### src/rtl/serial_shift_out_with_display.sv
`default_nettype none
// ============================================================================
// Module      : serial_shift_out_with_display
// Description : Parallel-in / serial-out transmitter. Loads an 8-bit word from
//               SW[7:0] and shifts it out MSB-first on SER_OUT, one bit per
//               step event (debounced KEY[1] press or internal auto-tick),
//               with a one-cycle SER_VALID strobe per bit. Shows the shift
//               register, busy/done flags and state/bit-count on LEDs and
//               7-segment displays.
// Revision    : 1.0 - initial release
// ============================================================================
module serial_shift_out_with_display #(
    parameter int DEBOUNCE_CYC = 500000,
    parameter int TICK_DIV     = 50000000
) (
    input  logic       CLOCK_50,
    input  logic [1:0] KEY,
    input  logic [9:0] SW,
    output logic       SER_OUT,
    output logic       SER_VALID,
    output logic [9:0] LEDR,
    output logic [7:0] HEX1,
    output logic [7:0] HEX0
);

    // ------------------------------------------------------------------------
    // Constants
    // ------------------------------------------------------------------------
    localparam int c_db_w   = $clog2(DEBOUNCE_CYC + 1);
    localparam int c_tick_w = $clog2(TICK_DIV + 1);

    localparam logic [c_db_w-1:0]   c_db_last   = c_db_w'(DEBOUNCE_CYC - 1);
    localparam logic [c_tick_w-1:0] c_tick_last = c_tick_w'(TICK_DIV - 1);

    localparam logic [3:0] c_word_bits = 4'd8;
    localparam logic [7:0] c_seg_zero  = 8'hC0;

    // State encoding doubles as the code shown on HEX1.
    typedef enum logic [1:0] {
        ST_IDLE  = 2'd0,
        ST_LOAD  = 2'd1,
        ST_SHIFT = 2'd2,
        ST_DONE  = 2'd3
    } state_t;

    // ------------------------------------------------------------------------
    // Signals
    // ------------------------------------------------------------------------
    logic                w_rst_n;

    logic [1:0]          r_key_sync;
    logic [1:0]          r_load_sync;
    logic [1:0]          r_auto_sync;
    logic                r_load_prev;
    logic                w_load_evt;

    logic                r_db_level;
    logic [c_db_w-1:0]   r_db_cnt;
    logic                r_key_step;

    logic [c_tick_w-1:0] r_tick_cnt;
    logic                w_tick;
    logic                w_step;

    state_t              r_state;
    state_t              w_state_next;

    logic [7:0]          r_shreg;
    logic [3:0]          r_cnt;
    logic                r_ser_out;
    logic                r_ser_valid;

    logic [9:0]          r_ledr;
    logic [7:0]          r_hex0;
    logic [7:0]          r_hex1;

    assign w_rst_n = KEY[0];

    // ------------------------------------------------------------------------
    // Active-low 7-segment encoding for digits 0..8 (decimal point off).
    // ------------------------------------------------------------------------
    function automatic logic [7:0] seg(input logic [3:0] value);
        logic [7:0] pattern;
        case (value)
            4'd0:    pattern = 8'hC0;
            4'd1:    pattern = 8'hF9;
            4'd2:    pattern = 8'hA4;
            4'd3:    pattern = 8'hB0;
            4'd4:    pattern = 8'h99;
            4'd5:    pattern = 8'h92;
            4'd6:    pattern = 8'h82;
            4'd7:    pattern = 8'hF8;
            4'd8:    pattern = 8'h80;
            default: pattern = 8'hFF;
        endcase
        return pattern;
    endfunction

    // ------------------------------------------------------------------------
    // Two-flop synchronizers for the asynchronous button and switches.
    // The button synchronizer idles at 1 (released).
    // ------------------------------------------------------------------------
    always_ff @(posedge CLOCK_50 or negedge w_rst_n) begin
        if (!w_rst_n) begin
            r_key_sync  <= 2'b11;
            r_load_sync <= 2'b00;
            r_auto_sync <= 2'b00;
            r_load_prev <= 1'b0;
        end else begin
            r_key_sync  <= {r_key_sync[0],  KEY[1]};
            r_load_sync <= {r_load_sync[0], SW[8]};
            r_auto_sync <= {r_auto_sync[0], SW[9]};
            r_load_prev <= r_load_sync[1];
        end
    end

    // A load request is the rising edge of the synchronized SW[8].
    assign w_load_evt = r_load_sync[1] & ~r_load_prev;

    // ------------------------------------------------------------------------
    // Debouncer: the level follows the synchronized key only after
    // DEBOUNCE_CYC consecutive samples that differ from it; a 1->0 update
    // emits a one-cycle manual step pulse.
    // ------------------------------------------------------------------------
    always_ff @(posedge CLOCK_50 or negedge w_rst_n) begin
        if (!w_rst_n) begin
            r_db_level <= 1'b1;
            r_db_cnt   <= '0;
            r_key_step <= 1'b0;
        end else begin
            r_key_step <= 1'b0;
            if (r_key_sync[1] == r_db_level) begin
                r_db_cnt <= '0;
            end else if (r_db_cnt == c_db_last) begin
                r_db_cnt   <= '0;
                r_db_level <= r_key_sync[1];
                r_key_step <= ~r_key_sync[1];
            end else begin
                r_db_cnt <= r_db_cnt + 1'b1;
            end
        end
    end

    // ------------------------------------------------------------------------
    // Auto-step divider: free-runs only while shifting, parked at 0 otherwise.
    // It keeps counting across a mode switch so a return to auto mode does
    // not restart the period.
    // ------------------------------------------------------------------------
    always_ff @(posedge CLOCK_50 or negedge w_rst_n) begin
        if (!w_rst_n) begin
            r_tick_cnt <= '0;
        end else if (r_state != ST_SHIFT) begin
            r_tick_cnt <= '0;
        end else if (r_tick_cnt == c_tick_last) begin
            r_tick_cnt <= '0;
        end else begin
            r_tick_cnt <= r_tick_cnt + 1'b1;
        end
    end

    assign w_tick = (r_state == ST_SHIFT) && (r_tick_cnt == c_tick_last);

    // In auto mode the button is ignored entirely.
    assign w_step = r_auto_sync[1] ? w_tick : r_key_step;

    // ------------------------------------------------------------------------
    // FSM state register.
    // ------------------------------------------------------------------------
    always_ff @(posedge CLOCK_50 or negedge w_rst_n) begin
        if (!w_rst_n) begin
            r_state <= ST_IDLE;
        end else begin
            r_state <= w_state_next;
        end
    end

    // ------------------------------------------------------------------------
    // FSM next-state logic. Loads are only honoured in IDLE and DONE, so a
    // request during LOAD/SHIFT is dropped rather than queued; in DONE a
    // load beats a simultaneous step.
    // ------------------------------------------------------------------------
    always_comb begin
        w_state_next = r_state;
        case (r_state)
            ST_IDLE: begin
                if (w_load_evt) begin
                    w_state_next = ST_LOAD;
                end
            end
            ST_LOAD: begin
                w_state_next = ST_SHIFT;
            end
            ST_SHIFT: begin
                if (w_step && (r_cnt == 4'd1)) begin
                    w_state_next = ST_DONE;
                end
            end
            ST_DONE: begin
                if (w_load_evt) begin
                    w_state_next = ST_LOAD;
                end else if (w_step) begin
                    w_state_next = ST_IDLE;
                end
            end
            default: begin
                w_state_next = ST_IDLE;
            end
        endcase
    end

    // ------------------------------------------------------------------------
    // Shift datapath: capture the word in LOAD, emit one bit per step in
    // SHIFT. SER_OUT holds between strobes; SER_VALID is a single cycle.
    // ------------------------------------------------------------------------
    always_ff @(posedge CLOCK_50 or negedge w_rst_n) begin
        if (!w_rst_n) begin
            r_shreg     <= 8'h00;
            r_cnt       <= 4'd0;
            r_ser_out   <= 1'b0;
            r_ser_valid <= 1'b0;
        end else begin
            r_ser_valid <= 1'b0;
            case (r_state)
                ST_LOAD: begin
                    r_shreg <= SW[7:0];
                    r_cnt   <= c_word_bits;
                end
                ST_SHIFT: begin
                    if (w_step && (r_cnt != 4'd0)) begin
                        r_ser_out   <= r_shreg[7];
                        r_ser_valid <= 1'b1;
                        r_shreg     <= {r_shreg[6:0], 1'b0};
                        r_cnt       <= r_cnt - 4'd1;
                    end
                end
                default: begin
                end
            endcase
        end
    end

    // ------------------------------------------------------------------------
    // Registered board outputs, one cycle behind the state and datapath.
    // ------------------------------------------------------------------------
    always_ff @(posedge CLOCK_50 or negedge w_rst_n) begin
        if (!w_rst_n) begin
            r_ledr <= 10'd0;
            r_hex0 <= c_seg_zero;
            r_hex1 <= c_seg_zero;
        end else begin
            r_ledr <= {(r_state == ST_DONE), (r_state == ST_SHIFT), r_shreg};
            r_hex0 <= seg(r_cnt);
            r_hex1 <= seg({2'b00, r_state});
        end
    end

    assign SER_OUT   = r_ser_out;
    assign SER_VALID = r_ser_valid;
    assign LEDR      = r_ledr;
    assign HEX0      = r_hex0;
    assign HEX1      = r_hex1;

endmodule
`default_nettype wire

### config.mk
export PLATFORM = sky130hd
export DESIGN_NAME = serial_shift_out_with_display
export DESIGN_NICKNAME = d
export VERILOG_FILES = /design/src/rtl/serial_shift_out_with_display.sv
export SDC_FILE = /design/constraint.sdc
export NUM_CORES = 1
export LEC_CHECK = 0
export ABC_AREA = 1
export CORE_UTILIZATION = 60
export CTS_BUF_LIST = sky130_fd_sc_hd__clkbuf_4
export CTS_CLUSTER_DIAMETER = 80
export CTS_CLUSTER_SIZE = 12
export DETAILED_ROUTE_END_ITERATION = 6
export GPL_TIMING_DRIVEN = 0
export PLACE_DENSITY = 0.83
export SYNTH_ARGS = -nofsm -noshare
export SYNTH_HDL_FRONTEND = slang
export SYNTH_SLANG_ARGS = --single-unit
### constraint.sdc
create_clock -name CLOCK_50 -period 2.21 [get_ports CLOCK_50]
set_input_delay 0.442 -clock CLOCK_50 [delete_from_list [all_inputs] [get_ports CLOCK_50]]
set_output_delay 0.442 -clock CLOCK_50 [all_outputs]
set_load 0.01 [all_outputs]
==> results of run 1 <==
## stage by stage
| stage | cells | util, % |
|---|---|---|
| finish | 678 | 70.8 |
| global route | 678 | 70.8 |
| CTS | 678 | 70.8 |
| detailed placement | 661 | 69.0 |
| global placement | 660 | 68.7 |
| floorplan | 524 | - |
## layout by cell type, fill, tap and decap left out, types with 4 or more instances in the layout
cell type,n
a21oi_1,17
buf_4,6
clkbuf_4,9
clkdlybuf4s50_1,36
dfrtp_1,86
dfstp_2,5
ha_1,12
inv_1,68
nand2_1,101
nand2_2,5
nand3_1,31
nand4_1,16
nor2_1,68
nor2_2,7
nor3_1,16
nor3b_1,4
nor4_1,4
o211ai_1,5
o21ai_0,18
o21ai_2,8
or2_2,5
xor2_1,9
## metal layers
layer / global-route usage (%) / vias up / wire [µm]
met3: 3.68 / 13 / 281
li1: - / 1787 / -
met5: 0 / - / 0
met4: 9.09 / 0 / 124
met2: 42.4 / 76 / 4540
met1: 32.5 / 1715 / 4150
## repair_timing
| item | CTS | global route |
|---|---|---|
| hold buffers | 1 | 0 |
| hold endpoints to repair | 31 | 0 |
| setup buffers | 0 | 0 |
## area by class of cell
type	instances	share of cell area, %
clock buffer	9	1.32
timing repair buffer	39	7.94
multi-input combinational	350	35.8
tap	99	2.43
sequential	91	44.7
inverter	72	5.29
buffer	11	1.49
clock inverter	7	0.980
## worst paths after layout
path | startpoint | cells after the start | endpoint | slack [ns]
min reg2reg | r_load_sync[0] | 0 | r_load_sync[1] | 0.37
max reg2reg | r_state[0] | 8 | r_cnt[1] | 0.22
min | r_load_sync[0] | 0 | r_load_sync[1] | 0.37
max in group asynchronous | KEY[0] | 3 | HEX0[6] | 1.06
max | r_state[0] | 8 | r_cnt[1] | 0.22
min in group asynchronous | KEY[0] | 2 | r_tick_cnt[4] | 0.46
## kinds of logic after synthesis
| kind of cell | after synthesis |
|---|---|
| buf+inv | 83 |
| flops | 91 |
| xor+xnor | 11 |
| compound gates | 61 |
| fa+ha+maj | 12 |
| other cells | 2 |
| simple gates | 263 |
## worst register-to-register path: stages (launching register included)
cell and delay [ns]:
dfrtp_1 0.47, inv_1 0.14, ha_1 0.27, clkinv_1 0.26, a21oi_1 0.28, nand2_4 0.12, nand2_4 0.08, buf_6 0.16
o22ai_1 0.10
## power by group through the flow
stage | logic (mW) | clock network, mW | registers (mW)
2_1_floorplan | 0.710 | 0 | 2.14
3_3_place_gp | 1.26 | 0 | 2.08
3_5_place_dp | 1.31 | 0 | 2.10
4_1_cts | 1.32 | 0.836 | 2.07
5_1_grt | 1.46 | 0.903 | 2.10
6_report | 1.31 | 0.825 | 2.07
## state kept, by name (all words and copies together), names as in the netlist, 2 cells and up
| register | count |
|---|---|
| r_db_cnt | 19 |
| r_shreg | 8 |
| HEX1 | 4 |
| r_key_sync | 2 |
| r_cnt | 4 |
| HEX0 | 7 |
| LEDR | 10 |
| r_tick_cnt | 26 |
| r_state | 2 |
| r_auto_sync | 2 |
| r_load_sync | 2 |
==> impl_metrics.yaml, run 1 <==
logic_synthesis:
  synthesis.area_mm2: 0.00446
  syn_inst: 523
  synth_top_family_by_area: "simple AND/OR/NAND/NOR gates"
  synthMuxAreaShare_pct: 0
  synth_compound_area_share_pct: 8.45
  synth_adder_area_share_pct: 3.37
  async_flop_share_pct: 100
  synth-xor-area-share_pct: 2.16
  synth_area_leaders: "dfrtp_1 48%, nand2_1 8.5%, inv_1 5.7%"
  ys_warn_count: 0
  ys.flop_type: "dfrtp_1"
  synth_edf_count: 0
  synth_top_area_share_pct: 48.3
  synth_top_cell_by_area: "dfrtp_1"
  synth_cell_types: 39
  synth_top_cells_by_count: "101 x nand2_1, 86 x dfrtp_1, 68 x inv_1, 68 x nor2_1, 31 x nand3_1"
  syn_area_per_cell_um2: 8.52
  synth-simple-area-share_pct: 26.8
  yosysMostFrequentCell: "nand2_1"
  seq_area_frac_synth_pct: 51.2
  ys_ff_latch: 91
sta:
  setup_slack_ns: 0.220
  setup_viol: 0
  skew_ns: 0.0255
  slew_viol_final: 0
  fin_tns_setup_ns: 0
  fin_crit_sh_pct: 90.1
  min_period_ns: 1.99
  max_clock_freq_mhz: 502
  rsz0062_at_grt: "false"
  hold_ws_ns: 0.367
  finalHoldViolCount: 0
floorplan:
  ioPinCount: 41
  core_mm2: 0.00721
  initial_core_util_pct: 61.8
  rows: 31
  die_x_um: 88.2
  dieArea_mm2: 0.00778
  fp.dieH_um: 88.2
finish:
  nets: 599
  multi_input_area_mm2: 0.00183
  final_area_mm2: 0.00511
  drive_above_1_share_pct: 11.2
  seqCellArea_mm2: 0.00228
  diodes: 0
  fillers: 560
  area_growth_pct: 14.6
power:
  switchingPower_mw: 1.45
  p_int_mw: 2.75
  switching_share_pct: 34.5
  seq_power_share_pct: 49.2
  powerDensity_mw_per_mm2: 822
  p_comb_share_pct: 31.1
  p_total_mw: 4.20
  power.leakage_nw: 2.31
  clock_power_share_pct: 19.6
  ir_drop_mv: 0.404
clock_network:
  clk_pin_slew_ns: 0.15
  cts_max_level: 3
  cts-root-buf: "clkbuf_4"
  clock-sinks: 91
  clk_latency_ns: 0.45
  cts_tree: "yes"
  cts_resized: 0
  cts_buffers: 9
  clk_path_buf_depth: 2
route:
  drc: 0
  drt_pass1_iterations: 5
  avgViaCountPerCell: 5.30
  initialDrtViolationCount: 249
  wl_um: 9090
  antenna_left: 0
  wire_per_inst_um: 13.4
  vias: 3591
run_status:
  status: "completed"
critical_path:
  cp-end-kind: "flip-flop"
  worst-setup-path-type: "flip-flop to flip-flop"
  cp_top_family: "buffers and inverters"
  crit_chain: "inv_1 > ha_1 > clkinv_1 > a21oi_1 > nand2_4 > nand2_4 > buf_6 > o22ai_1"
  worst_setup_path_start_kind: "flip-flop"
  cp_num_buf_inv: 3
  crit_slowest_cell: "dfrtp_1"
  slowest_delay_ns: 0.47
  worstPathMaxFanout: 10
  cp_common_cell: "nand2_4"
  worstPathArrival_ns: 2.32
  required_ns: 2.54
global_route:
  grt_pass1_vias: 3418
  antenna_found_initial: 0
  grt_max_degree: 61
  overflow: 0
  grt_use_total_pct: 25.0
  grt_first_pass_wirelength_um: 15000
placement:
  place_hpwl_um: 6770
  post-place-ws_ns: 0.271
  port_buffers: 37
  place_congestion: 0.918
  postPlaceCellArea_mm2: 0.00498
worst_hold_path:
  hp-class: "flip-flop to flip-flop"
job:
  drv_cap: 0
Power figures use the tool's default switching activity.
==> inputs of run 2 (changes only) <==
--- a/config.mk
+++ b/config.mk
@@ -13,6 +13,7 @@
 export DETAILED_ROUTE_END_ITERATION = 6
 export GPL_TIMING_DRIVEN = 0
 export PLACE_DENSITY = 0.83
+export SKIP_LAST_GASP = 1
 export SYNTH_ARGS = -nofsm -noshare
 export SYNTH_HDL_FRONTEND = slang
 export SYNTH_SLANG_ARGS = --single-unit
==> results of run 2 <==
No change in the layout: final DEF, timing and power equal those of run 1.
==> inputs of run 3 (changes only) <==
--- a/config.mk
+++ b/config.mk
@@ -6,14 +6,15 @@
 export NUM_CORES = 1
 export LEC_CHECK = 0
 export ABC_AREA = 1
-export CORE_UTILIZATION = 60
+export CORE_UTILIZATION = 64
 export CTS_BUF_LIST = sky130_fd_sc_hd__clkbuf_4
 export CTS_CLUSTER_DIAMETER = 80
 export CTS_CLUSTER_SIZE = 12
 export DETAILED_ROUTE_END_ITERATION = 6
 export GPL_TIMING_DRIVEN = 0
-export PLACE_DENSITY = 0.83
+export PLACE_DENSITY = 0.88
 export SKIP_LAST_GASP = 1
+export SLEW_MARGIN = 10
 export SYNTH_ARGS = -nofsm -noshare
 export SYNTH_HDL_FRONTEND = slang
 export SYNTH_SLANG_ARGS = --single-unit
==> constraint.sdc (replaced) <==
create_clock -name CLOCK_50 -period 2.5 [get_ports CLOCK_50]
set_input_delay 0.5 -clock CLOCK_50 [delete_from_list [all_inputs] [get_ports CLOCK_50]]
set_output_delay 0.5 -clock CLOCK_50 [all_outputs]
set_load 0.01 [all_outputs]
==> impl_metrics.yaml, run 3 (same netlist as run 1, synthesis figures left out) <==
run_status:
  status: "completed"
critical_path:
  r2r-end: "r_cnt[1]"
  crit_chain: "clkdlybuf4s50_1"
  cp_top_family: "flip-flops"
  cp-end-kind: "output port"
  worstPathMaxFanout: 1
  worst_setup_path_start_kind: "flip-flop"
  ff2ff_setup_slack_ns: 0.48
  cp_num_buf_inv: 1
  worst-setup-path-type: "flip-flop to output port"
  reg2reg_depth: 8
  crit_slowest_cell: "dfstp_2"
  slowest_delay_ns: 0.55
  worstPathArrival_ns: 1.53
  reg2reg_from: "r_state[0]"
  required_ns: 2.00
worst_hold_path:
  hold_depth: 0
  whs_endpoint: "r_key_sync[1]"
  hp-class: "flip-flop to flip-flop"
  min_from: "r_key_sync[0]"
placement:
  port_buffers: 37
  postPlaceCellArea_mm2: 0.00496
  place_hpwl_um: 6550
  place_congestion: 0.936
finish:
  regMostFlops: "r_tick_cnt"
  final_cell_mix: "101 x nand2_1, 86 x dfrtp_1, 68 x inv_1, 68 x nor2_1, 36 x clkdlybuf4s50_1"
  final_common_cell: "nand2_1"
  area_growth_pct: 14.2
  largest_reg_flops: 26
  diodes: 0
  nets: 599
  fillers: 469
  final_area_mm2: 0.00509
  drive_above_1_share_pct: 11.4
power:
  power.leakage_nw: 2.31
  switchingPower_mw: 1.28
  p_comb_share_pct: 31.1
  clock_power_share_pct: 20.0
  ir_drop_mv: 0.513
  p_total_mw: 3.73
  switching_share_pct: 34.3
  powerDensity_mw_per_mm2: 732
  p_int_mw: 2.45
  seq_power_share_pct: 48.9
route:
  drc: 0
  wl_um: 8860
  antenna_left: 0
  avgViaCountPerCell: 5.53
  vias: 3641
  initialDrtViolationCount: 229
  drt_pass1_iterations: 5
  wire_per_inst_um: 13.4
floorplan:
  ioPinCount: 41
  rows: 30
  core_mm2: 0.00676
  fp.dieH_um: 85.5
  dieArea_mm2: 0.00730
  initial_core_util_pct: 66.0
  die_x_um: 85.5
global_route:
  grt_first_pass_wirelength_um: 15000
  grt_pass1_vias: 3410
  overflow: 0
  grt_max_degree: 57
  grt_use_total_pct: 26.3
  antenna_found_initial: 0
clock_network:
  cts_max_level: 3
  cts_buffers: 9
  cts-root-buf: "clkbuf_4"
  clk_latency_ns: 0.45
  cts_tree: "yes"
  clock-sinks: 91
  clk_pin_slew_ns: 0.14
  cts_resized: 0
  clk_path_buf_depth: 2
sta:
  fin_crit_sh_pct: 81.1
  min_period_ns: 2.03
  finalHoldViolCount: 0
  setup_viol: 0
  max_clock_freq_mhz: 493
  hold_ws_ns: 0.367
  rsz0062_at_grt: "false"
  slew_viol_final: 0
  skew_ns: 0.0224
job:
  drv_cap: 0
[run 3: changes by cell type in the layout (fill, tap and decap cells not counted)]
cell	before	now
clkbuf_4	9	10
clkinv_4	1	0
inv_8	0	1
clkinv_1	3	2
[run 3: layer usage]
layer  part of all wire [%]  vias to the layer above  GRT usage (%)
met5                      0                        -              0
met4                    1.2                        0           9.55
met3                    4.5                       13           7.20
met2                     50                      116           42.4
met1                     44                     1723           34.4
li1                       -                     1789              -
[run 3: worst max path at each step]
stage,to,slack [ns],cells past startpoint,from
floorplan,r_cnt[1],0.87,8,r_state[0]
global placement,r_cnt[0],-2.24,1,KEY[0]
detailed placement,r_cnt[1],0.56,8,r_state[0]
CTS,HEX1[6],0.43,1,HEX1[6]
global route,r_cnt[2],0.27,8,r_state[0]
finish,HEX1[6],0.47,1,HEX1[6]
[run 3: power groups by stage]
| stage | registers [mW] | logic [mW] | clock network, mW |
|---|---|---|---|
| after floorplan | 1.89 | 0.627 | 0 |
| after global placement | 1.84 | 1.11 | 0 |
| after detailed placement | 1.85 | 1.16 | 0 |
| after CTS | 1.82 | 1.16 | 0.768 |
| after global routing | 1.84 | 1.29 | 0.828 |
| final | 1.82 | 1.16 | 0.745 |
[run 3: area by class of cell]
class	count	area [µm²]	area share [%]
plain buffers	11	76.3	1.50
clock buffers	10	75.1	1.47
clock inverters	6	48.8	0.959
inverters	72	270	5.31
multi-input cells	350	1830	36.0
flip-flops and latches	91	2280	44.9
well taps	80	100	1.97
repair buffers	39	405	7.96
[run 3: through the flow]
step,cells,utilization [%],setup slack (ns),setup TNS (ns)
final,659,75.3,0.473,0
after CTS,659,75.3,0.429,0
after detailed placement,642,73.4,0.563,0
after global routing,659,75.3,0.268,0
after floorplan,524,-,0.873,0
after global placement,641,73.0,-2.24,-198.32
[run 3: what timing repair did]
item                      4_1_cts  5_1_grt
hold endpoints to repair       35        0
buffers inserted                0        0
hold buffers                    1        0
